`src/rtl/srio_seg_pkg.sv`:
```
// Shared types, default parameters and constant helpers for the SRIO transfer segmenter.
package srio_seg_pkg;

    localparam int unsigned DEF_ADDR_W      = 34;
    localparam int unsigned DEF_LEN_W       = 20;
    localparam int unsigned DEF_MAX_PAYLOAD = 256;
    localparam int unsigned DEF_MIN_PAYLOAD = 8;

    typedef enum logic [1:0] {
        ST_IDLE = 2'd0,
        ST_SEG  = 2'd1,
        ST_TAIL = 2'd2
    } seg_state_e;

    // Ceiling log2 for elaboration-time width calculations.
    function automatic int unsigned log2_f(input int unsigned v);
        int unsigned r;
        r = 0;
        for (int i = 0; i < 32; i++) begin
            if ((32'd1 << i) < v) r = 32'(i + 1);
        end
        return r;
    endfunction

endpackage

```
`src/rtl/srio_xfer_segmenter_if.sv`:
```
// Request and segment-descriptor handshake bundle for the SRIO transfer segmenter.
interface srio_xfer_segmenter_if
    import srio_seg_pkg::*;
#(
    parameter int unsigned ADDR_W      = DEF_ADDR_W,
    parameter int unsigned LEN_W       = DEF_LEN_W,
    parameter int unsigned MAX_PAYLOAD = DEF_MAX_PAYLOAD
);
    localparam int unsigned S     = log2_f(MAX_PAYLOAD);
    localparam int unsigned IDX_W = LEN_W - S;

    logic              req_valid;
    logic              req_ready;
    logic [ADDR_W-1:0] req_addr;
    logic [LEN_W-1:0]  req_len_m1;

    logic              seg_valid;
    logic              seg_ready;
    logic [ADDR_W-1:0] seg_addr;
    logic [S:0]        seg_size;
    logic [S-1:0]      seg_pad;
    logic              seg_last;
    logic [IDX_W-1:0]  seg_idx;
    logic              err_unaligned;

    modport master (
        output req_valid, req_addr, req_len_m1, seg_ready,
        input  req_ready, seg_valid, seg_addr, seg_size, seg_pad, seg_last, seg_idx, err_unaligned
    );

    modport slave (
        input  req_valid, req_addr, req_len_m1, seg_ready,
        output req_ready, seg_valid, seg_addr, seg_size, seg_pad, seg_last, seg_idx, err_unaligned
    );

endinterface

```
`src/rtl/srio_round_pow2.sv`:
```
// Rounds a tail remainder (bytes minus one) up to a power-of-two segment size and its pad count.
module srio_round_pow2
    import srio_seg_pkg::*;
#(
    parameter int unsigned MIN_PAYLOAD = DEF_MIN_PAYLOAD,
    parameter int unsigned MAX_PAYLOAD = DEF_MAX_PAYLOAD
) (
    input  logic [log2_f(MAX_PAYLOAD)-1:0] rem,
    output logic [log2_f(MAX_PAYLOAD):0]   seg_size_c,
    output logic [log2_f(MAX_PAYLOAD)-1:0] seg_pad_c
);
    localparam int unsigned S    = log2_f(MAX_PAYLOAD);
    localparam int unsigned SZ_W = S + 1;

    // Descending scan leaves the smallest qualifying power of two.
    always_comb begin
        seg_size_c = SZ_W'(MAX_PAYLOAD);
        for (int i = int'(S); i >= 0; i--) begin
            if (((32'd1 << i) >= MIN_PAYLOAD) && ((32'd1 << i) > 32'(rem))) begin
                seg_size_c = SZ_W'(32'd1 << i);
            end
        end
        seg_pad_c = S'(seg_size_c - SZ_W'(rem) - SZ_W'(1));
    end

endmodule

```
`src/rtl/srio_xfer_segmenter.sv`:
```
// Splits a byte transfer request into MAX_PAYLOAD segments plus one power-of-two padded tail.
module srio_xfer_segmenter
    import srio_seg_pkg::*;
#(
    parameter int unsigned ADDR_W      = DEF_ADDR_W,
    parameter int unsigned LEN_W       = DEF_LEN_W,
    parameter int unsigned MAX_PAYLOAD = DEF_MAX_PAYLOAD,
    parameter int unsigned MIN_PAYLOAD = DEF_MIN_PAYLOAD
) (
    input  logic                  clk,
    input  logic                  reset_n,
    srio_xfer_segmenter_if.slave  bus
);
    localparam int unsigned S     = log2_f(MAX_PAYLOAD);
    localparam int unsigned SZ_W  = S + 1;
    localparam int unsigned IDX_W = LEN_W - S;

    seg_state_e        state_q, state_d;
    logic              req_ready_q, req_ready_d;
    logic              seg_valid_q, seg_valid_d;
    logic [ADDR_W-1:0] seg_addr_q, seg_addr_d;
    logic [SZ_W-1:0]   seg_size_q, seg_size_d;
    logic [S-1:0]      seg_pad_q, seg_pad_d;
    logic              seg_last_q, seg_last_d;
    logic [IDX_W-1:0]  seg_idx_q, seg_idx_d;
    logic              err_q, err_d;
    logic [IDX_W-1:0]  fc_q, fc_d;
    logic [S-1:0]      rem_q, rem_d;

    logic [S-1:0]      rem_sel_c;
    logic [SZ_W-1:0]   tail_size_c;
    logic [S-1:0]      tail_pad_c;
    logic              accept_c;
    logic              seg_hs_c;

    // Round the incoming remainder at accept, the captured one afterwards.
    assign rem_sel_c = (state_q == ST_IDLE) ? bus.req_len_m1[S-1:0] : rem_q;
    assign accept_c  = bus.req_valid && req_ready_q;
    assign seg_hs_c  = seg_valid_q && bus.seg_ready;

    srio_round_pow2 #(
        .MIN_PAYLOAD (MIN_PAYLOAD),
        .MAX_PAYLOAD (MAX_PAYLOAD)
    ) u_round (
        .rem        (rem_sel_c),
        .seg_size_c (tail_size_c),
        .seg_pad_c  (tail_pad_c)
    );

    always_comb begin
        state_d     = state_q;
        seg_valid_d = seg_valid_q;
        seg_addr_d  = seg_addr_q;
        seg_size_d  = seg_size_q;
        seg_pad_d   = seg_pad_q;
        seg_last_d  = seg_last_q;
        seg_idx_d   = seg_idx_q;
        fc_d        = fc_q;
        rem_d       = rem_q;
        err_d       = 1'b0;

        case (state_q)
            ST_IDLE: begin
                if (accept_c) begin
                    fc_d        = bus.req_len_m1[LEN_W-1:S];
                    rem_d       = bus.req_len_m1[S-1:0];
                    seg_addr_d  = {bus.req_addr[ADDR_W-1:3], 3'b000};
                    seg_idx_d   = '0;
                    seg_valid_d = 1'b1;
                    err_d       = (bus.req_addr[2:0] != 3'b000);
                    if (fc_d != '0) begin
                        state_d    = ST_SEG;
                        seg_size_d = SZ_W'(MAX_PAYLOAD);
                        seg_pad_d  = '0;
                        seg_last_d = 1'b0;
                    end else begin
                        state_d    = ST_TAIL;
                        seg_size_d = tail_size_c;
                        seg_pad_d  = tail_pad_c;
                        seg_last_d = 1'b1;
                    end
                end
            end
            ST_SEG: begin
                if (seg_hs_c) begin
                    seg_addr_d = seg_addr_q + ADDR_W'(MAX_PAYLOAD);
                    seg_idx_d  = seg_idx_q + IDX_W'(1);
                    if (seg_idx_d == fc_q) begin
                        state_d    = ST_TAIL;
                        seg_size_d = tail_size_c;
                        seg_pad_d  = tail_pad_c;
                        seg_last_d = 1'b1;
                    end
                end
            end
            ST_TAIL: begin
                if (seg_hs_c) begin
                    state_d     = ST_IDLE;
                    seg_valid_d = 1'b0;
                end
            end
            default: begin
                state_d     = ST_IDLE;
                seg_valid_d = 1'b0;
            end
        endcase

        req_ready_d = (state_d == ST_IDLE);
    end

    always_ff @(posedge clk or negedge reset_n) begin
        if (!reset_n) begin
            state_q     <= ST_IDLE;
            req_ready_q <= 1'b0;
            seg_valid_q <= 1'b0;
            seg_addr_q  <= '0;
            seg_size_q  <= '0;
            seg_pad_q   <= '0;
            seg_last_q  <= 1'b0;
            seg_idx_q   <= '0;
            err_q       <= 1'b0;
            fc_q        <= '0;
            rem_q       <= '0;
        end else begin
            state_q     <= state_d;
            req_ready_q <= req_ready_d;
            seg_valid_q <= seg_valid_d;
            seg_addr_q  <= seg_addr_d;
            seg_size_q  <= seg_size_d;
            seg_pad_q   <= seg_pad_d;
            seg_last_q  <= seg_last_d;
            seg_idx_q   <= seg_idx_d;
            err_q       <= err_d;
            fc_q        <= fc_d;
            rem_q       <= rem_d;
        end
    end

    assign bus.req_ready     = req_ready_q;
    assign bus.seg_valid     = seg_valid_q;
    assign bus.seg_addr      = seg_addr_q;
    assign bus.seg_size      = seg_size_q;
    assign bus.seg_pad       = seg_pad_q;
    assign bus.seg_last      = seg_last_q;
    assign bus.seg_idx       = seg_idx_q;
    assign bus.err_unaligned = err_q;

endmodule

```
`src/flat_wrapper.sv`:
```
// flat-port wrapper written by rule: the top's interface ports become plain ports
module srio_xfer_segmenter_flat import srio_seg_pkg::*;
#(
    parameter int unsigned ADDR_W      = DEF_ADDR_W,
    parameter int unsigned LEN_W       = DEF_LEN_W,
    parameter int unsigned MAX_PAYLOAD = DEF_MAX_PAYLOAD,
    parameter int unsigned MIN_PAYLOAD = DEF_MIN_PAYLOAD
)
  (clk, reset_n, bus_req_valid, bus_req_addr, bus_req_len_m1, bus_seg_ready, bus_req_ready, bus_seg_valid, bus_seg_addr, bus_seg_size, bus_seg_pad, bus_seg_last, bus_seg_idx, bus_err_unaligned);
  srio_xfer_segmenter_if #(.ADDR_W(ADDR_W), .LEN_W(LEN_W), .MAX_PAYLOAD(MAX_PAYLOAD)) bus_i ();
  input  logic clk;
  input  logic reset_n;
  input wire logic [$bits(bus_i.req_valid)-1:0] bus_req_valid;
  input wire logic [$bits(bus_i.req_addr)-1:0] bus_req_addr;
  input wire logic [$bits(bus_i.req_len_m1)-1:0] bus_req_len_m1;
  input wire logic [$bits(bus_i.seg_ready)-1:0] bus_seg_ready;
  output wire logic [$bits(bus_i.req_ready)-1:0] bus_req_ready;
  output wire logic [$bits(bus_i.seg_valid)-1:0] bus_seg_valid;
  output wire logic [$bits(bus_i.seg_addr)-1:0] bus_seg_addr;
  output wire logic [$bits(bus_i.seg_size)-1:0] bus_seg_size;
  output wire logic [$bits(bus_i.seg_pad)-1:0] bus_seg_pad;
  output wire logic [$bits(bus_i.seg_last)-1:0] bus_seg_last;
  output wire logic [$bits(bus_i.seg_idx)-1:0] bus_seg_idx;
  output wire logic [$bits(bus_i.err_unaligned)-1:0] bus_err_unaligned;
  assign bus_i.req_valid = bus_req_valid;
  assign bus_i.req_addr = bus_req_addr;
  assign bus_i.req_len_m1 = bus_req_len_m1;
  assign bus_i.seg_ready = bus_seg_ready;
  assign bus_req_ready = bus_i.req_ready;
  assign bus_seg_valid = bus_i.seg_valid;
  assign bus_seg_addr = bus_i.seg_addr;
  assign bus_seg_size = bus_i.seg_size;
  assign bus_seg_pad = bus_i.seg_pad;
  assign bus_seg_last = bus_i.seg_last;
  assign bus_seg_idx = bus_i.seg_idx;
  assign bus_err_unaligned = bus_i.err_unaligned;
  srio_xfer_segmenter #(.ADDR_W(ADDR_W), .LEN_W(LEN_W), .MAX_PAYLOAD(MAX_PAYLOAD), .MIN_PAYLOAD(MIN_PAYLOAD)) u_core (.clk(clk), .reset_n(reset_n), .bus(bus_i));
endmodule
```
`config.mk`:
```
export PLATFORM = sky130hd
export DESIGN_NAME = srio_xfer_segmenter_flat
export DESIGN_NICKNAME = d
export VERILOG_FILES = /design/src/rtl/srio_seg_pkg.sv /design/src/rtl/srio_xfer_segmenter_if.sv /design/src/rtl/srio_round_pow2.sv /design/src/rtl/srio_xfer_segmenter.sv /design/src/flat_wrapper.sv
export SDC_FILE = /design/constraint.sdc
export NUM_CORES = 1
export LEC_CHECK = 0
export ABC_AREA = 1
export CORE_MARGIN = 2
export CORE_UTILIZATION = 30
export CTS_CLUSTER_DIAMETER = 120
export CTS_CLUSTER_SIZE = 8
export DETAILED_ROUTE_END_ITERATION = 12
export GPL_TIMING_DRIVEN = 0
export HOLD_SLACK_MARGIN = 0.1
export PLACE_DENSITY = 0.57
export SYNTH_ARGS = -nofsm -noshare
export SYNTH_HDL_FRONTEND = slang
export SYNTH_SLANG_ARGS = --single-unit
```
`constraint.sdc`:
```
create_clock -name clk -period 2.8 [get_ports clk]
set_clock_uncertainty 0.05 [all_clocks]
set_input_delay 0.42 -clock clk [delete_from_list [all_inputs] [get_ports clk]]
set_output_delay 0.42 -clock clk [all_outputs]
set_load 0.02 [all_outputs]
```
==> results of run 1 <==
[Yosys cell counts, types with 3 or more instances]
| cell | n | share of area (%) |
|---|---|---|
| sky130_fd_sc_hd__nand2_1 | 211 | 16 |
| sky130_fd_sc_hd__dfrtp_1 | 83 | 43 |
| sky130_fd_sc_hd__inv_1 | 70 | 5.4 |
| sky130_fd_sc_hd__o21ai_0 | 54 | 5.6 |
| sky130_fd_sc_hd__nand3_1 | 53 | 5.5 |
| sky130_fd_sc_hd__nor2_1 | 50 | 3.9 |
| sky130_fd_sc_hd__a21oi_1 | 19 | 2.0 |
| sky130_fd_sc_hd__clkbuf_1 | 19 | 1.5 |
| sky130_fd_sc_hd__o22ai_1 | 13 | 1.7 |
| sky130_fd_sc_hd__nand4_1 | 12 | 1.5 |
| sky130_fd_sc_hd__nor3_1 | 8 | 0.82 |
| sky130_fd_sc_hd__nand3b_1 | 7 | 1.1 |
| sky130_fd_sc_hd__xor2_1 | 7 | 1.3 |
| sky130_fd_sc_hd__buf_4 | 6 | 0.93 |
| sky130_fd_sc_hd__ha_1 | 5 | 1.3 |
| sky130_fd_sc_hd__nor2_2 | 4 | 0.51 |
| sky130_fd_sc_hd__xnor2_1 | 4 | 0.72 |
| sky130_fd_sc_hd__a221oi_1 | 3 | 0.54 |
| sky130_fd_sc_hd__a2bb2oi_1 | 3 | 0.54 |
| sky130_fd_sc_hd__inv_2 | 3 | 0.23 |
| sky130_fd_sc_hd__nand2_2 | 3 | 0.39 |
| sky130_fd_sc_hd__o211ai_1 | 3 | 0.46 |
| sky130_fd_sc_hd__o21a_1 | 3 | 0.46 |
| sky130_fd_sc_hd__o21ai_1 | 3 | 0.31 |
[area by class of cell]
type | count | area, um^2 | share of cell area (%)
inverters | 73 | 274 | 4.11
multi-input cells | 492 | 2390 | 35.9
clock buffers | 11 | 233 | 3.49
flip-flops and latches | 83 | 2080 | 31.2
clock inverters | 5 | 53.8 | 0.808
well taps | 216 | 270 | 4.06
plain buffers | 29 | 148 | 2.22
repair buffers | 120 | 1220 | 18.3
[sequential cells by signal (all words and copies together) (netlist names)]
register                  cells
u_core.bus.err_unaligned      1
u_core.rem_q                  8
u_core.bus.seg_size           6
u_core.bus.seg_idx           12
u_core.bus.seg_addr          31
u_core.bus.seg_pad            8
u_core.fc_q                  12
u_core.bus.seg_valid          1
u_core.bus.seg_last           1
u_core.state_q                2
u_core.bus.req_ready          1
[power by group]
part	switching, W	total, W	leakage [nW]	internal, W
sequential	0.000427	0.00194	1.07	0.00152
combinational	0.00117	0.00214	1.90	0.000972
clock	0.000510	0.00120	0.143	0.000689
[metal layers]
metal / part of all wire, % / GRT usage, %
met5: 0 / 0
met4: 1.7 / 6.34
met3: 5.6 / 3.78
met2: 46 / 28.8
met1: 47 / 23.4
[kinds of logic (layout without fill, tap and decap cells)]
logic type,after synthesis,in the layout,synth area share (%)
AND/OR/NAND/NOR,359,359,32.1
adder cells (fa/ha/maj),5,5,1.29
buffers and inverters,102,238,8.68
flip-flops,83,83,42.7
other,1,6,0.0772
multiplexers,1,1,0.206
XOR/XNOR,11,11,1.98
AO/OA/AOI/OAI,110,110,12.9
[critical path: cells and delay by family (launching register included)]
| family | cells | cell delay, ns |
|---|---|---|
| compound gates | 1 | 0.04 |
| simple gates | 14 | 1.10 |
| buf+inv | 4 | 0.39 |
| flops | 1 | 0.42 |
| fa+ha+maj | 2 | 0.29 |
[worst max-delay path by stage]
stage,to,cells past startpoint
floorplan,u_core.bus.seg_pad[7],21
global placement,u_core.bus.seg_pad[4],1
detailed placement,u_core.bus.seg_pad[2],9
CTS,u_core.bus.seg_pad[7],19
global route,u_core.bus.seg_pad[7],21
finish,u_core.bus.seg_pad[7],21
[metrics by stage]
step / instances / power [W] / setup slack [ns] / hold slack (ns) / utilization, %
after global routing: 1029 / 0.00562 / 0.0194 / 0.438 / 41.9
after floorplan: 677 / 0.00307 / 0.629 / 0.0744 / -
after global placement: 1011 / 0.00408 / -2.02 / 0.404 / 39.8
after detailed placement: 1012 / 0.00410 / 0.0885 / 0.363 / 40.0
after CTS: 1029 / 0.00532 / 0.274 / 0.425 / 41.9
final: 1029 / 0.00528 / 0.377 / 0.423 / 41.9
[placed cells by master (no fill, tap or decap), types with 3 or more instances in the layout]
master / instances
sky130_fd_sc_hd__o21ai_0: 54
sky130_fd_sc_hd__nand2_1: 211
sky130_fd_sc_hd__nor2_2: 7
sky130_fd_sc_hd__nand3_1: 53
sky130_fd_sc_hd__nor3_1: 8
sky130_fd_sc_hd__a221oi_1: 3
sky130_fd_sc_hd__buf_4: 7
sky130_fd_sc_hd__nand4_1: 12
sky130_fd_sc_hd__ha_1: 5
sky130_fd_sc_hd__xnor2_1: 4
sky130_fd_sc_hd__nand2_2: 3
sky130_fd_sc_hd__inv_1: 70
sky130_fd_sc_hd__nand3b_1: 7
sky130_fd_sc_hd__o211ai_1: 3
sky130_fd_sc_hd__o21ai_1: 3
sky130_fd_sc_hd__nor2_1: 47
sky130_fd_sc_hd__clkdlybuf4s50_1: 117
sky130_fd_sc_hd__clkinv_2: 3
sky130_fd_sc_hd__xor2_1: 7
sky130_fd_sc_hd__o21a_1: 3
sky130_fd_sc_hd__o22ai_1: 13
sky130_fd_sc_hd__dfrtp_1: 83
sky130_fd_sc_hd__conb_1: 6
sky130_fd_sc_hd__clkbuf_1: 21
sky130_fd_sc_hd__clkbuf_16: 9
sky130_fd_sc_hd__a2bb2oi_1: 3
sky130_fd_sc_hd__a21oi_1: 19
sky130_fd_sc_hd__inv_2: 3
[repair_timing]
| item | CTS | global route |
|---|---|---|
| hold buffers | 1 | 0 |
| hold endpoints to repair | 32 | 0 |
| resized for setup | 0 | 3 |
| endpoints found under the setup margin | 0 | 1 |
==> reports/results.txt, run 1 <==
The run finished with clean final reports. The layout overhead on the synthesized area was 37.0%; the vertical die dimension was 131 um. After technology mapping, the gate count stands at 672.

In this run the count of I/O pins placed on the die edge is 125. Summing all placed instances gives a cell area of 6350 um^2. Tracing the worst setup path back leads to its startpoint at u_core.state_q[1].

The post-layout minimum cycle time works out to 2.42 ns. For the unique cell type count in the Yosys netlist, the log shows 41. For the timing-limited maximum frequency, the log shows 413 MHz. For the total count of hold-check failures in the final report, the log shows 0.

The first global-routing pass estimated 24.6 mm of wire. The tools report the maximum vdd ir drop as 0.355 mV. For the number of H-tree levels, the log shows 3. After legalization and detailed placement, the total HPWL measured 11.4 mm.

The tree is rooted in a sky130_fd_sc_hd__clkbuf_16. The total overflow reported by the global router is 0, and the share of the clock period used by the worst path is 86.5%. The worst hold path begins at u_core.bus.seg_last.

The first TritonRoute pass finished after 5 iterations. For the worst-case clock buffer depth, the log shows 2. In the final routed layout, each cell accounts on average for 14.7 um. The initial cell density of the core is 30.6%, and the instance count along the most critical hold path is 2. The routed design has 15.1 mm of wire.

The tools report the number of antenna violations at the first check in global routing as 0. The max-cap violation count was 0. The mapped netlist covers 4860 um^2.

Cell with the largest stage delay on the worst path: sky130_fd_sc_hd__dfrtp_1. For the final number of setup-violating endpoints, the log shows 0. A synthesized cell averages 7.23 um^2.

The later pin in the worst-skew pair is clocked with a latency of 0.35 ns. In this run the static leakage power is 3.11 nW. The chip width was 131 um; the floorplan row count was 46. Total setup buffers inserted after CTS: 0. The worst min-delay path class was register to register. The pin slew with the least headroom to its limit came out at 0.679 ns. Walking the worst path, the cells encountered are inv_2 > nand2_1 > buf_2 > nand2_1 > nand2_1 > nor2_2 > nand2_1 > nor2_2 > nand2_1 > inv_1 > ha_1 > ha_1 > inv_1 > nand2_1 > nand2_1 > nand2_1 > nand2_1 > nand2_1 > a21oi_1 > nand2_1 > nand2_1. Cell repeated most along the worst path: sky130_fd_sc_hd__nand2_1. The DRC violation count after routing was 0; the detailed router's first-iteration violation count was 305. Summed over all failing endpoints, the final setup total negative slack is 0 ns. During placement, the flow inserted port buffers numbering 118. Area of the die: 17200 um^2. In this run the critical register-to-register path is captured at u_core.bus.seg_pad[7]. The number of synthesized register bits works out to 83. The number of nets in the finished design came out at 871. For the number of routed nets with antenna violations, the log shows 0. The worst setup path is captured at a register. Across all layers, the routed design uses 4862 vias. TritonCTS built the clock tree. In the global route stage, overall resource usage came out at 17.7%. During synthesis, Yosys emitted a total of 0 warnings. The leading register cell type out of synthesis is sky130_fd_sc_hd__dfrtp_1. The worst flop-to-flop path startpoint is u_core.state_q[1].

Entering global routing, the biggest net connects 52 pins. Counting every sink on the clock net gives 83. The finished cells cover 6660 um^2. TritonCTS created 9 clock buffers.

The floorplan step defined a core boundary enclosing 15900 um^2. For the worst setup path, the data arrival time is 2.61 ns. The run gives 4774 as the via count of the first global-routing pass. The global placer's final weighted congestion is 0.827. The post-route netlist has 5.66% of its cells at a drive strength greater than 1. After detailed routing, the number of vias per cell comes to 4.72. The worst hold path terminates at u_core.bus.seg_last.

For the number of pins with negative max-slew slack in the final report, the log shows 0. STA puts the critical path data required time at 2.99 ns. Across all register-to-register paths, the minimum setup slack is 0.38 ns.

On the worst path, the slowest cell contributes a delay of 0.42 ns. In this run, synthesis inferred 0 flip-flops with an integrated enable. Class of the most critical setup path: register to register. Of all nets on the critical path, the largest fanout is 10. The CTS clock-pin slew for the worst setup and hold paths works out to 0.06 ns. The tools report the critical path launch point type as a register.

The fill cell total of the finished layout came out at 1689. Measured against its own limit, the worst slew margin works out to 54.7%. For the worst flop-to-flop path, the logic depth is 21. Counting flops with an async set or reset pin after synthesis yields a share of 100%. Setup repair after global routing left no endpoint under its margin. For this run, the register share of the synthesized area comes to 42.7%. The number of antenna diodes in the final layout is 0.

Power spread over the standard cell area amounts to 793 nW/um^2.
No activity file was read; power rests on OpenSTA's default activity.
==> inputs of run 2 (changes only) <==
--- a/config.mk
+++ b/config.mk
@@ -13,7 +13,8 @@
 export DETAILED_ROUTE_END_ITERATION = 12
 export GPL_TIMING_DRIVEN = 0
 export HOLD_SLACK_MARGIN = 0.1
-export PLACE_DENSITY = 0.57
+export PLACE_DENSITY = 0.56
 export SYNTH_ARGS = -nofsm -noshare
 export SYNTH_HDL_FRONTEND = slang
+export SYNTH_HIERARCHICAL = 1
 export SYNTH_SLANG_ARGS = --single-unit
==> run 2 against run 1 <==
Flip-flop and latch count rose by 3. Clock power rose by 5%. Cell count rose by 2.9%. Critical path type unchanged.
==> reports/results.txt, run 2 <==
The die covers 18100 um^2. For this block, the via count after detailed routing is 4958. The logs give 24.6 mm for the global-route wire length before repair and 3.04 ns for the required time reported for the critical path endpoint. Input and output buffers added on the ports amount to 121. The cell with the largest stage delay on the worst path is sky130_fd_sc_hd__dfrtp_2.

Measured along the x axis, the die boundary spans 135 um. The top cell types in the final layout, fill and taps aside, are sky130_fd_sc_hd__nand2_1, sky130_fd_sc_hd__clkdlybuf4s50_1, sky130_fd_sc_hd__dfrtp_1. Internal power component: 0.00337 W. The tools report the critical path launch point type as a register. The layout has 1717 filler cells.

The worst hold margin is 0.425 ns. After synthesis the netlist holds a flip-flop and latch count of 86. At the worst endpoint, the arrival time is 2.87 ns. For hold timing, the worst endpoint is u_core/bus.seg_size[1]. The clock passes through at most 2 buffers.

STA classifies the critical path endpoint as a register. Traced cell by cell, the critical path runs through nor2_4 > buf_6 > a21oi_1 > nor2_4 > nand2_2 > nor2_4 > inv_1 > fa_1 > nand3b_1 > nand2_1 > xor2_1 > o21a_1 > nand3_1 > nand2_1. The flow ran to the end, and the final reports show no timing, DRC or antenna violations.

Dividing the detail-routed via count by the number of cells gives 4.68. The die is 135 um tall. The number of pins with negative max-slew slack in the final report was 0.

In this run the tightest slew margin relative to its limit is 53.8%. By area the synthesized netlist is led by sky130_fd_sc_hd__dfrtp_1, sky130_fd_sc_hd__nand2_1, sky130_fd_sc_hd__inv_1. In the final routed layout, each cell accounts on average for 14.6 um. The first detailed-routing pass took 5 iterations. The logs give 3.25 nW for the reported leakage power and 11.4 mm for the estimated wirelength of the detail-placed design.

The mean instance size in the synthesized netlist came out at 7.38 um^2. The logs give 125 for the top-level I/O count and 0.35 ns for the clock insertion delay at the later pin of the skew report. For this block, the initial DRC count from the detailed router was 253.

Post-synthesis instance area: 5120 um^2. The class of the most critical setup path was register to register. Total number of clock tree sinks: 86. The global placer's final weighted congestion was 0.824; the floorplan row count was 47. After synthesis, the netlist uses 46 different library cells. The number of nets in the finished design was 898; the warning count from the yosys run was 6. For the number of antenna violations at the first check in global routing, the log shows 0. The core region is 16600 um^2. The endpoint identified for the worst register-to-register timing path is u_core/bus.seg_pad[7]. The total overflow reported by the global router was 0. The multi-input combinational cell area came out at 2500 um^2. For this run, the total global-route usage over all layers was measured as 17.3%. After layout, the minimum clock period comes to 2.64 ns.

Cell repeated most along the worst path: sky130_fd_sc_hd__nor2_4. The number of antenna repair diodes is 0. The clock network is responsible for 22.5% of the overall power.

Via count of the first global-routing pass: 4734. TritonCTS built the clock tree. The instance count along the most critical hold path works out to 2. For the DRC violation count after routing, the log shows 0. The initial cell density of the core came out at 30.8%. From synthesis to final layout, the design area changed by 37.0%. In this design, the stage delay of the slowest critical-path cell is 0.46 ns.

Entering global routing, the biggest net connects 45 pins. The tools report the overall routed net length as 15.4 mm. The cell count after synthesis was 694. The startpoint identified for the worst register-to-register timing path is u_core/state_q[1]. Sequential cells account for 34.9% of the total power. In this run the worst path has a maximum fanout of 10. The pin slew with the least headroom to its limit was 0.693 ns. Max-cap violations in this run came to 0. The net switching share of the total power is 39.9%, and the share of the yosys chip area belonging to registers is 42.0%. The run gives 0.00224 W as the power spent charging and discharging nets. Counting instances in the post-synthesis netlist gives the leading cell types as sky130_fd_sc_hd__nand2_1, sky130_fd_sc_hd__dfrtp_1, sky130_fd_sc_hd__inv_1. For this run, the leading register cell type out of synthesis is sky130_fd_sc_hd__dfrtp_1.

IR analysis of the VDD net gives a maximum drop of 0.353 mV. In this run the biggest area consumer among cell types represents 42.0% of the synthesized area. The CTS clock-pin slew for the worst setup and hold paths works out to 0.07 ns.

Cells fill 42.1% of the core in the end. Timing would allow up to 379 MHz. The proportion of register bits with asynchronous set or reset after synthesis came out at 100%. Setup repair after global routing left no endpoint under its margin. The number of cell instances on the worst register-to-register path is 14.

The most common cell after layout, fill and taps aside is sky130_fd_sc_hd__nand2_1. The synthesized design contains 0 enable-type register cells. Of all cell types, the one taking the most synthesized area is sky130_fd_sc_hd__dfrtp_1. Setup violations remaining at the end of the flow were counted as 0. The register with the most flip-flops in the layout has 31 of them. Share of power burned in combinational logic: 42.6%.

Dividing the final minimum period by the clock period gives 94.2%. The tree is rooted in a sky130_fd_sc_hd__clkbuf_16. The sequential cell area was 2150 um^2; the share of final-layout standard cells stronger than drive strength 1 was 7.99%. In this run the power density over the cells is 800 nW/um^2. The launch point of the worst hold path is u_core/bus.seg_size[1]. The flop-to-flop setup slack is 0.16 ns, and the total count of hold-check failures in the final report is 0.

The run gives 0 as the number of routed nets with antenna violations. Counting the buffers created by CTS gives 9. The worst min-delay path class was register to register. Yosys instantiated no cell more often than sky130_fd_sc_hd__nand2_1. The tools report the number of H-tree levels as 3.
## run 2: cell count changes in the layout (fill, tap and decap cells not counted), moves of 9 or more
cell                      before  now
sky130_fd_sc_hd__nand2_1     211  193
sky130_fd_sc_hd__o21a_1        3   17
sky130_fd_sc_hd__inv_1        70   82
sky130_fd_sc_hd__o21ai_1       3   12
## run 2: worst max path at each step
stage / cells past startpoint / start / slack (ns) / endpoint
floorplan: 14 / u_core/state_q[0] / 0.10 / u_core/bus.seg_pad[7]
global placement: 1 / reset_n / -2.16 / u_core/bus.seg_pad[7]
detailed placement: 14 / u_core/state_q[0] / -0.42 / u_core/bus.seg_pad[7]
CTS: 14 / u_core/state_q[1] / 0.001 / u_core/bus.seg_pad[7]
global route: 14 / u_core/state_q[1] / 0.03 / u_core/bus.seg_pad[7]
finish: 14 / u_core/state_q[1] / 0.16 / u_core/bus.seg_pad[7]
## run 2: cells by family (layout without fill, tap and decap cells)
logic type / after synthesis / count (layout) / synth area share [%]
and+or+nand+nor: 341 / 341 / 29.5
AOI/OAI and AO/OA: 125 / 125 / 14.2
buffers and inverters: 119 / 260 / 9.83
DFF: 86 / 86 / 42.0
xor gates and xnor gates: 12 / 12 / 2.05
adders and majority gates: 6 / 6 / 1.61
muxes: 3 / 3 / 0.587
other: 2 / 6 / 0.147
## run 2: area by class of cell
class | instances | area share (%)
clock inverters | 6 | 0.999
inverters | 87 | 4.66
clock buffers | 10 | 3.41
multi-input cells | 493 | 35.7
plain buffers | 32 | 2.62
flip-flops and latches | 86 | 30.7
well taps | 220 | 3.93
repair buffers | 125 | 18.0
## run 2: per-layer routing
| metal | routed length [um] | global-route usage, % |
|---|---|---|
| met1 | 7260 | 23.4 |
| met2 | 7110 | 27.6 |
| met3 | 786 | 3.15 |
| met4 | 289 | 6.55 |
| met5 | 0 | 0 |
## run 2: repair_timing
item                                    in CTS  in global routing
pin swaps                                    2                  1
gates resized for setup                      3                  8
hold endpoints to repair                    42                  0
endpoints found under the setup margin       4                  2
cloned                                       0                  0
hold buffers                                 1                  0
buffers inserted                             1                  1
## run 2: critical path, delay by kind of cell, from the launching register on
kind | cells | cell delay (ns)
flops | 1 | 0.46
compound gates | 2 | 0.28
xor+xnor | 1 | 0.15
fa+ha+maj | 1 | 0.42
simple gates | 8 | 0.98
buf+inv | 2 | 0.23
## run 2: per-stage QoR
stage	worst slack [ns]	total power [W]	cell area (um^2)	setup TNS, ns	std cells
after global routing	0.0276	0.00601	7010	0	1059
after global placement	-2.16	0.00435	6620	-185.84	1039
after detailed placement	-0.422	0.00437	6650	-0.905	1040
after CTS	0.00115	0.00566	6980	0	1058
final	0.163	0.00561	7010	0	1059
after floorplan	0.102	0.00328	5130	0	698
## run 2: power by group through the flow
stage	registers [W]	clock network, W	logic [W]
2_1_floorplan	0.00227	0	0.00101
3_3_place_gp	0.00199	0	0.00236
3_5_place_dp	0.00198	0	0.00238
4_1_cts	0.00197	0.00130	0.00239
5_1_grt	0.00203	0.00135	0.00263
6_report	0.00196	0.00126	0.00239
